$ cat config.mk
export PLATFORM = sky130hd
export DESIGN_NAME = fetch_control_flat
export DESIGN_NICKNAME = d
export VERILOG_FILES = /design/src/rtl/fetch_pkg.sv /design/src/rtl/fetch_control_if.sv /design/src/rtl/fetch_ctrl_sat_cnt.sv /design/src/rtl/fetch_control.sv /design/src/flat_wrapper.sv
export SDC_FILE = /design/constraint.sdc
export NUM_CORES = 1
export LEC_CHECK = 0
export ABC_AREA = 0
export ABC_CLOCK_PERIOD_IN_PS = 1600
export BUFFER_PORTS_ARGS = -buffer_cell sky130_fd_sc_hd__buf_2
export CAP_MARGIN = 40
export CORE_UTILIZATION = 38
export CTS_CLUSTER_SIZE = 30
export DETAILED_ROUTE_END_ITERATION = 8
export GPL_TIMING_DRIVEN = 0
export PLACE_DENSITY = 0.73
export SYNTH_ARGS = -nofsm -noshare
export SYNTH_HDL_FRONTEND = slang
export SYNTH_SLANG_ARGS = --single-unit
$ cat constraint.sdc
create_clock -name reloj -period 1.6 [get_ports reloj]
set_input_delay 0.32 -clock reloj [delete_from_list [all_inputs] [get_ports reloj]]
set_output_delay 0.32 -clock reloj [all_outputs]
set_load 0.02 [all_outputs]
$ cat src/rtl/fetch_pkg.sv
// Shared fetch-stage definitions: FSM state encoding and next-PC select codes.
// The fetch datapath decodes SEL_DIR with the same SEL_* constants.
package fetch_pkg;

   localparam logic [1:0] ST_BOOT = 2'd0;
   localparam logic [1:0] ST_RUN  = 2'd1;
   localparam logic [1:0] ST_WAIT = 2'd2;
   localparam logic [1:0] ST_HALT = 2'd3;

   localparam logic [1:0] SEL_PC4 = 2'b00;
   localparam logic [1:0] SEL_JR  = 2'b01;
   localparam logic [1:0] SEL_JMP = 2'b10;

   // jmp_exe outranks jr_exe when both resolve in the same cycle
   function automatic logic [1:0] redirect_sel(input logic jmp, input logic jr);
      logic [1:0] sel;
      sel = SEL_PC4;
      if (jmp)     sel = SEL_JMP;
      else if (jr) sel = SEL_JR;
      return sel;
   endfunction

endpackage

$ cat src/rtl/fetch_control_if.sv
// Handshake bundle between the pipeline and the fetch sequencer.
// Optional statistics outputs exist only when FETCH_CTRL_STATS_EN is defined.
interface fetch_control_if #(parameter int unsigned CNT_W = 16);

   logic       jmp_exe;
   logic       jr_exe;
   logic       load_use;
   logic       imem_ready;
   logic       halt_req;
   logic [1:0] SEL_DIR;
   logic       pc_en;
   logic       ifid_en;
   logic       ifid_flush;
   logic       idex_flush;
   logic       halted;
   logic       boot_done;

`ifdef FETCH_CTRL_STATS_EN
   logic [CNT_W-1:0] stall_cnt;
   logic [CNT_W-1:0] wait_cnt;
   logic [CNT_W-1:0] redirect_cnt;

   modport master (
      output jmp_exe, jr_exe, load_use, imem_ready, halt_req,
      input  SEL_DIR, pc_en, ifid_en, ifid_flush, idex_flush, halted, boot_done,
      input  stall_cnt, wait_cnt, redirect_cnt
   );

   modport slave (
      input  jmp_exe, jr_exe, load_use, imem_ready, halt_req,
      output SEL_DIR, pc_en, ifid_en, ifid_flush, idex_flush, halted, boot_done,
      output stall_cnt, wait_cnt, redirect_cnt
   );
`else
   // width only matters for the statistics build
   if (CNT_W == 0) begin : g_no_cnt_w
   end

   modport master (
      output jmp_exe, jr_exe, load_use, imem_ready, halt_req,
      input  SEL_DIR, pc_en, ifid_en, ifid_flush, idex_flush, halted, boot_done
   );

   modport slave (
      input  jmp_exe, jr_exe, load_use, imem_ready, halt_req,
      output SEL_DIR, pc_en, ifid_en, ifid_flush, idex_flush, halted, boot_done
   );
`endif

endinterface

$ cat src/rtl/fetch_ctrl_sat_cnt.sv
// Saturating event counter used for fetch statistics; holds at all-ones.
module fetch_ctrl_sat_cnt #(
   parameter int unsigned W = 16
) (
   input  logic         clk_i,
   input  logic         rst_ni,
   input  logic         inc_i,
   output logic [W-1:0] cnt_o
);

   logic [W-1:0] cnt_q, cnt_d;

   // advance on each event until the counter reaches all-ones
   always_comb begin
      cnt_d = cnt_q;
      if (inc_i && (cnt_q != '1))
         cnt_d = cnt_q + {{(W-1){1'b0}}, 1'b1};
   end

   // counter register, cleared by reset
   always_ff @(posedge clk_i or negedge rst_ni) begin
      if (!rst_ni) cnt_q <= '0;
      else         cnt_q <= cnt_d;
   end

   assign cnt_o = cnt_q;

endmodule

$ cat src/rtl/fetch_control.sv
// Fetch-stage sequencer: boot delay, redirect/halt/stall/wait arbitration.
// Outputs are Mealy (state + current inputs). Optional statistics counters
// are built when FETCH_CTRL_STATS_EN is defined.
module fetch_control
   import fetch_pkg::*;
#(
   parameter int unsigned BOOT_CYCLES = 4,
   parameter int unsigned CNT_W       = 16
) (
   input  logic            reloj,
   input  logic            reset_n,
   fetch_control_if.slave  fif
);

   localparam logic [7:0] BOOT_LAST = 8'(BOOT_CYCLES - 1);

   logic [1:0] state_q, state_d;
   logic [7:0] boot_cnt_q, boot_cnt_d;
   logic       boot_done_q, boot_done_d;
   logic       redirect_req;

   assign redirect_req = fif.jmp_exe | fif.jr_exe;

   // next state and Mealy outputs, priority redirect > halt > load-use > imem wait
   always_comb begin
      state_d        = state_q;
      boot_cnt_d     = boot_cnt_q;
      boot_done_d    = boot_done_q;
      fif.SEL_DIR    = SEL_PC4;
      fif.pc_en      = 1'b0;
      fif.ifid_en    = 1'b0;
      fif.ifid_flush = 1'b0;
      fif.idex_flush = 1'b0;
      fif.halted     = 1'b0;
      case (state_q)
         ST_BOOT: begin
            fif.ifid_flush = 1'b1;
            fif.idex_flush = 1'b1;
            boot_cnt_d     = boot_cnt_q + 8'd1;
            if (boot_cnt_q == BOOT_LAST) begin
               state_d     = ST_RUN;
               boot_done_d = 1'b1;
            end
         end
         ST_HALT: begin
            fif.halted     = 1'b1;
            fif.ifid_flush = 1'b1;
            fif.idex_flush = 1'b1;
            // a redirect arriving while halted still steers the PC
            if (redirect_req) begin
               fif.SEL_DIR = redirect_sel(fif.jmp_exe, fif.jr_exe);
               fif.pc_en   = 1'b1;
            end
            state_d = fif.halt_req ? ST_HALT : ST_RUN;
         end
         default: begin
            // RUN and WAIT share one priority list
            if (redirect_req) begin
               fif.SEL_DIR    = redirect_sel(fif.jmp_exe, fif.jr_exe);
               fif.pc_en      = 1'b1;
               fif.ifid_flush = 1'b1;
               fif.idex_flush = 1'b1;
               state_d        = ST_RUN;
            end else if (fif.halt_req) begin
               fif.ifid_flush = 1'b1;
               state_d        = ST_HALT;
            end else if (fif.load_use) begin
               fif.idex_flush = 1'b1;
               state_d        = ST_RUN;
            end else if (!fif.imem_ready) begin
               state_d        = ST_WAIT;
            end else begin
               fif.pc_en      = 1'b1;
               fif.ifid_en    = 1'b1;
               state_d        = ST_RUN;
            end
         end
      endcase
   end

   // state, boot counter and sticky boot flag
   always_ff @(posedge reloj or negedge reset_n) begin
      if (!reset_n) begin
         state_q     <= ST_BOOT;
         boot_cnt_q  <= '0;
         boot_done_q <= 1'b0;
      end else begin
         state_q     <= state_d;
         boot_cnt_q  <= boot_cnt_d;
         boot_done_q <= boot_done_d;
      end
   end

   assign fif.boot_done = boot_done_q;

`ifdef FETCH_CTRL_STATS_EN
   logic redirect_ev, stall_ev, wait_ev, run_or_wait;

   assign run_or_wait = (state_q == ST_RUN) || (state_q == ST_WAIT);
   assign redirect_ev = (state_q != ST_BOOT) && redirect_req;
   assign stall_ev    = run_or_wait && !redirect_req && !fif.halt_req && fif.load_use;
   assign wait_ev     = (state_q == ST_WAIT);

   fetch_ctrl_sat_cnt #(.W(CNT_W)) u_stall_cnt (
      .clk_i (reloj), .rst_ni (reset_n), .inc_i (stall_ev),    .cnt_o (fif.stall_cnt)
   );
   fetch_ctrl_sat_cnt #(.W(CNT_W)) u_wait_cnt (
      .clk_i (reloj), .rst_ni (reset_n), .inc_i (wait_ev),     .cnt_o (fif.wait_cnt)
   );
   fetch_ctrl_sat_cnt #(.W(CNT_W)) u_redirect_cnt (
      .clk_i (reloj), .rst_ni (reset_n), .inc_i (redirect_ev), .cnt_o (fif.redirect_cnt)
   );
`else
   // width only matters for the statistics build
   if (CNT_W == 0) begin : g_no_cnt_w
   end
`endif

endmodule

$ cat src/flat_wrapper.sv
// flat-port wrapper written by rule: the top's interface ports become plain ports
module fetch_control_flat import fetch_pkg::*;
#(
   parameter int unsigned BOOT_CYCLES = 4,
   parameter int unsigned CNT_W       = 16
)
  (reloj, reset_n, fif_jmp_exe, fif_jr_exe, fif_load_use, fif_imem_ready, fif_halt_req, fif_SEL_DIR, fif_pc_en, fif_ifid_en, fif_ifid_flush, fif_idex_flush, fif_halted, fif_boot_done);
  fetch_control_if #(.CNT_W(CNT_W)) fif_i ();
  input  logic reloj;
  input  logic reset_n;
  input wire logic [$bits(fif_i.jmp_exe)-1:0] fif_jmp_exe;
  input wire logic [$bits(fif_i.jr_exe)-1:0] fif_jr_exe;
  input wire logic [$bits(fif_i.load_use)-1:0] fif_load_use;
  input wire logic [$bits(fif_i.imem_ready)-1:0] fif_imem_ready;
  input wire logic [$bits(fif_i.halt_req)-1:0] fif_halt_req;
  output wire logic [$bits(fif_i.SEL_DIR)-1:0] fif_SEL_DIR;
  output wire logic [$bits(fif_i.pc_en)-1:0] fif_pc_en;
  output wire logic [$bits(fif_i.ifid_en)-1:0] fif_ifid_en;
  output wire logic [$bits(fif_i.ifid_flush)-1:0] fif_ifid_flush;
  output wire logic [$bits(fif_i.idex_flush)-1:0] fif_idex_flush;
  output wire logic [$bits(fif_i.halted)-1:0] fif_halted;
  output wire logic [$bits(fif_i.boot_done)-1:0] fif_boot_done;
  assign fif_i.jmp_exe = fif_jmp_exe;
  assign fif_i.jr_exe = fif_jr_exe;
  assign fif_i.load_use = fif_load_use;
  assign fif_i.imem_ready = fif_imem_ready;
  assign fif_i.halt_req = fif_halt_req;
  assign fif_SEL_DIR = fif_i.SEL_DIR;
  assign fif_pc_en = fif_i.pc_en;
  assign fif_ifid_en = fif_i.ifid_en;
  assign fif_ifid_flush = fif_i.ifid_flush;
  assign fif_idex_flush = fif_i.idex_flush;
  assign fif_halted = fif_i.halted;
  assign fif_boot_done = fif_i.boot_done;
  fetch_control #(.BOOT_CYCLES(BOOT_CYCLES), .CNT_W(CNT_W)) u_core (.reloj(reloj), .reset_n(reset_n), .fif(fif_i));
endmodule
======== Yosys cells after proc, flatten, opt, wreduce, memory -nomap -nowiden ========
Cells that the tools add are included.
word-level totals
  register bits ........................... 11
  bits of input ports ..................... 7
  output and inout bits ................... 8
operators by class
  add/sub/neg operators ................... 1
  eq/ne operators ......................... 3
  muxes and demuxes ....................... 27
  bitwise logic cells ..................... 1
  reduce and logical (&&, ||, !) cells .... 3
operators with widths
  kind                   number
  $mux W2                9
  $mux W1                16
  $add A8 B1 Y8 const B  1
  $eq A8 B2 Y1 const B   1
  $pmux W2 S2            1
  $eq A2 B2 Y1 const B   1
  $logic_not A2 Y1       1
  $ne A2 B1 Y1 const B   1
  $pmux W1 S2            1
  $reduce_and A2 Y1      1
  $reduce_or A2 Y1       1
  $or A1 B1 Y1           1

======== Logic depth before layout (Yosys ltp) ========
  depth in word-level cells ............... 5
  depth in mapped cells ................... 6
  depth with buffers taken out ............ 5

======== Least setup slack after synthesis ========
Ideal clock, no wire load.
  kind .................................... reg2out
  start ................................... register u_core.state_q[0]
  end ..................................... output fif_ifid_en
  data arrival time ....................... 1.506 ns
  data required time ...................... 1.280 ns
  setup slack ............................. -0.226 ns
  stages on the path, launching flop included .. 5
  buffers on the path ..................... 0
  cells stage by stage .................... dfrtp_1 inv_1 ha_1 or3b_2 nor2_1
between the ends
  word-level cells in the longest chain between the ends .. 3
RTL lines
  item                                                     line                 RTL
  start: declaration                                       fetch_control.sv:17  logic [1:0] state_q, state_d;
  start signal: assignment                                 fetch_control.sv:88  state_q <= state_d;
  $eq A2 B2 Y1 / $logic_not A2 Y1 (equally long branches)  fetch_control.sv:35  case (state_q)
  $reduce_or A2 Y1 (no source line) *                      --
  $mux W1 *                                                fetch_control.sv:35
  end: declaration                                         flat_wrapper.sv:18   output wire logic [$bits(fif_i.ifid_en)-1:0] fif_ifid_en;
Mark *: on every way between the ends. The rest lies on a longest branch, timed or not.

======== Worst setup path in the final report ========
  start ................................... register u_core.state_q[1]
  end ..................................... output fif_idex_flush
between the ends
  word-level cells in the longest chain between the ends .. 3
RTL lines
  item                                                     line                 RTL
  $eq A2 B2 Y1 / $logic_not A2 Y1 (equally long branches)  fetch_control.sv:35
  $reduce_or A2 Y1 (no source line) *                      --
  $mux W1 *                                                fetch_control.sv:35
  end: declaration                                         flat_wrapper.sv:20   output wire logic [$bits(fif_i.idex_flush)-1:0] fif_idex_flush;
Marked as above.

==> metrics <==
status=finished, violations left; violated checks=negative setup slack; Worst setup EP type=primary output; worst setup path startpoint=u_core.state_q[1]; EDFF count, synth=0; Max rail drop VDD=between 400 and 500 uV; Initial Utilization=0.413; Syn Inst Count=58; P_sw=257 uW; Inserted Clock Buffers=3; first-pass GRT wire length=2.17 mm; clk sink count=11; Power per Cell Area=877 nW/um^2; CP cell instances=inv_2, ha_4, or3b_4, a21o_1, buf_6; Lkg Pwr=0.470 nW; drt first pass iters=4; R2R Path Start=u_core.boot_cnt_q[1]; post-DR vias/cell=5.27; Ys Warns=0; fmax=about 500 MHz; crit path capture=fif_idex_flush; die area=1820 um^2; DR vias=about 550; Post-Syn Nets=69; RSZ-0062 raised after global routing=yes; Slew headroom=0.793; GRT overflow=0; internal power=563 uW; Clk network pwr share=0.236; slowest stage delay, CP=about 0.40 ns; CP arrival=1.67 ns; FFs w/ async S/R, synth=1.00; antenna violations before repair=0; Synth Area per Inst=10.9 um^2; commonest non-fill, non-tap cells in the layout=buf_4 (12), dfrtp_1 (11), buf_2 (9), nand2_1 (7), buf_6 (6); ANT nets after route=0; Slowest-stage cell, CP=or3b_4; DRC viols=0; Post-Place Cells=88; # nets final=101; hpwl dp=864 um; n_diodes=0; die height=42.7 um; Final GP Congestion=0.789; worst min-delay path class=in2reg; most common cell after layout, fill and taps aside=buf_4; Area growth syn-to-layout=48.5%; Clk pin slew, worst setup/hold paths=~0.070 ns; post-synthesis cell area=~630 um^2; DRT iter0 DRCs=3; CP max FO=4; worst setup margin=-0.388 ns; Buffers on Ports=14; Hold Vio Cnt, Final=0; later-pin clock latency in the skew report=0.27 ns; pin count of the biggest net entering global routing=12; fin crit share=1.24; Die Wd=42.7 um; switching share of power=0.313; worst path required time=1.28 ns; Reg2Reg Setup Slack=-0.14 ns; Final Slew Violations=0; Routed Wire Length=1.34 mm; ys flop type=dfrtp_1; Clk Tree Root Cell=clkbuf_4; max-cap violation count=0; Avg WL per Cell=12.8 um; CTS H-tree depth=1; Total GRT Usage=0.163; post-route setup TNS=-1.62 ns; minimum clock period=1.99 ns; FF-to-FF path depth=4; Core Region=~1500 um^2; RR Endpoint=u_core.state_q[1]; # rows=14; CTS tree=built; share of cells above drive strength 1=0.506; Layout Skew=0.00192 ns; Slew @ Worst Pin=0.309 ns; vias in the first global route=535; # setup viols final=6; Synth cell types=24; combinational share of power=0.335; register area share after synthesis=0.437; post-route insts no fill=105; top-level port count=15; Synth Register Bits=11; CP startpoint kind=register; Setup CP Type=reg2out; worst-case clock buffer depth=2; fraction of power consumed by sequential logic=0.429
worst min path at each step:
stage                             from                   end  slack [ns]  cells after the start
after floorplan                reset_n  u_core.boot_cnt_q[0]        0.02                      0
after global placement         reset_n  u_core.fif.boot_done        0.20                      1
after detailed placement       reset_n  u_core.fif.boot_done        0.20                      1
after CTS                 fif_load_use     u_core.state_q[0]        0.37                      3
after global routing      fif_load_use     u_core.state_q[0]        0.41                      3
final                     fif_load_use     u_core.state_q[0]        0.37                      3
cell families after synthesis:
family / Yosys count / share of synthesized area
xor+xnor: 7 / 0.0974
mux: 3 / 0.0576
simple gates: 23 / 0.199
buf+inv: 4 / 0.0258
fa+ha+maj: 4 / 0.0795
compound gates: 6 / 0.103
flops: 11 / 0.437
power by group through the flow:
stage	Clock, mW	Combinational [mW]	Sequential (mW)
global route	0.207	0.303	0.355
CTS	0.194	0.260	0.349
global placement	0	0.162	0.357
finish	0.193	0.275	0.352
floorplan	0	0.118	0.356
detailed placement	0	0.167	0.358
routing by layer:
| metal | track usage | vias up | routed length [um] | part of all wire |
|---|---|---|---|---|
| li1 | - | 265 | - | - |
| met1 | 0.183 | 264 | 547 | 0.41 |
| met2 | 0.264 | 18 | 697 | 0.52 |
| met3 | 0.0170 | 6 | 41 | 0.031 |
| met4 | 0.156 | 0 | 57 | 0.042 |
| met5 | 0 | - | 0 | 0 |
area by class of cell:
type | count | area, um^2
fillers | 124 | 589
multi-input cells | 43 | 389
flip-flops and latches | 11 | 275
repair buffers | 28 | 213
clock buffers | 4 | 26.3
well taps | 16 | 20.0
inverters | 3 | 11.3
what timing repair did:
item                                   in CTS  in global routing
endpoints found under the hold margin      11                  0
resized for setup                          13                  3
pin swaps                                   5                  5
setup endpoints to repair                   8                  7
hold buffers                                1                  0
setup buffers                              10                  4
cell usage after synthesis, types with 2 or more instances:
library cell  number  area (um^2)
xnor2_1            3         26.3
xor2_1             4         35.0
ha_1               4         50.1
inv_1              3         11.3
nand2_1            7         26.3
dfrtp_1           11          275
a21o_1             2         15.0
o22ai_1            2         12.5
nand4_1            3         18.8
nor2_1             4         15.0
nor4_1             2         12.5
state kept, by name, indices dropped and copies added (netlist names):
register	count
u_core.boot_cnt_q	8
u_core.fif.boot_done	1
u_core.state_q	2
worst max-delay path: cells and delay by family, from the launching register on:
family	cells	cell delay, ns
AND/OR/NAND/NOR	1	0.40
flip-flops	1	0.38
buffers and inverters	2	0.19
adder cells (fa/ha/maj)	1	0.26
AO/OA/AOI/OAI	1	0.18
stage by stage:
stage	utilization	worst slack (ns)	cell area, um^2	hold slack (ns)	power (mW)
global placement	0.490	-0.242	747	0.198	0.519
CTS	0.594	-0.387	905	0.373	0.803
detailed placement	0.490	-0.276	747	0.196	0.525
floorplan	-	-0.166	657	0.0244	0.474
global route	0.613	-0.453	935	0.410	0.865
finish	0.613	-0.388	935	0.372	0.820
(Power assumes the default switching activity.)
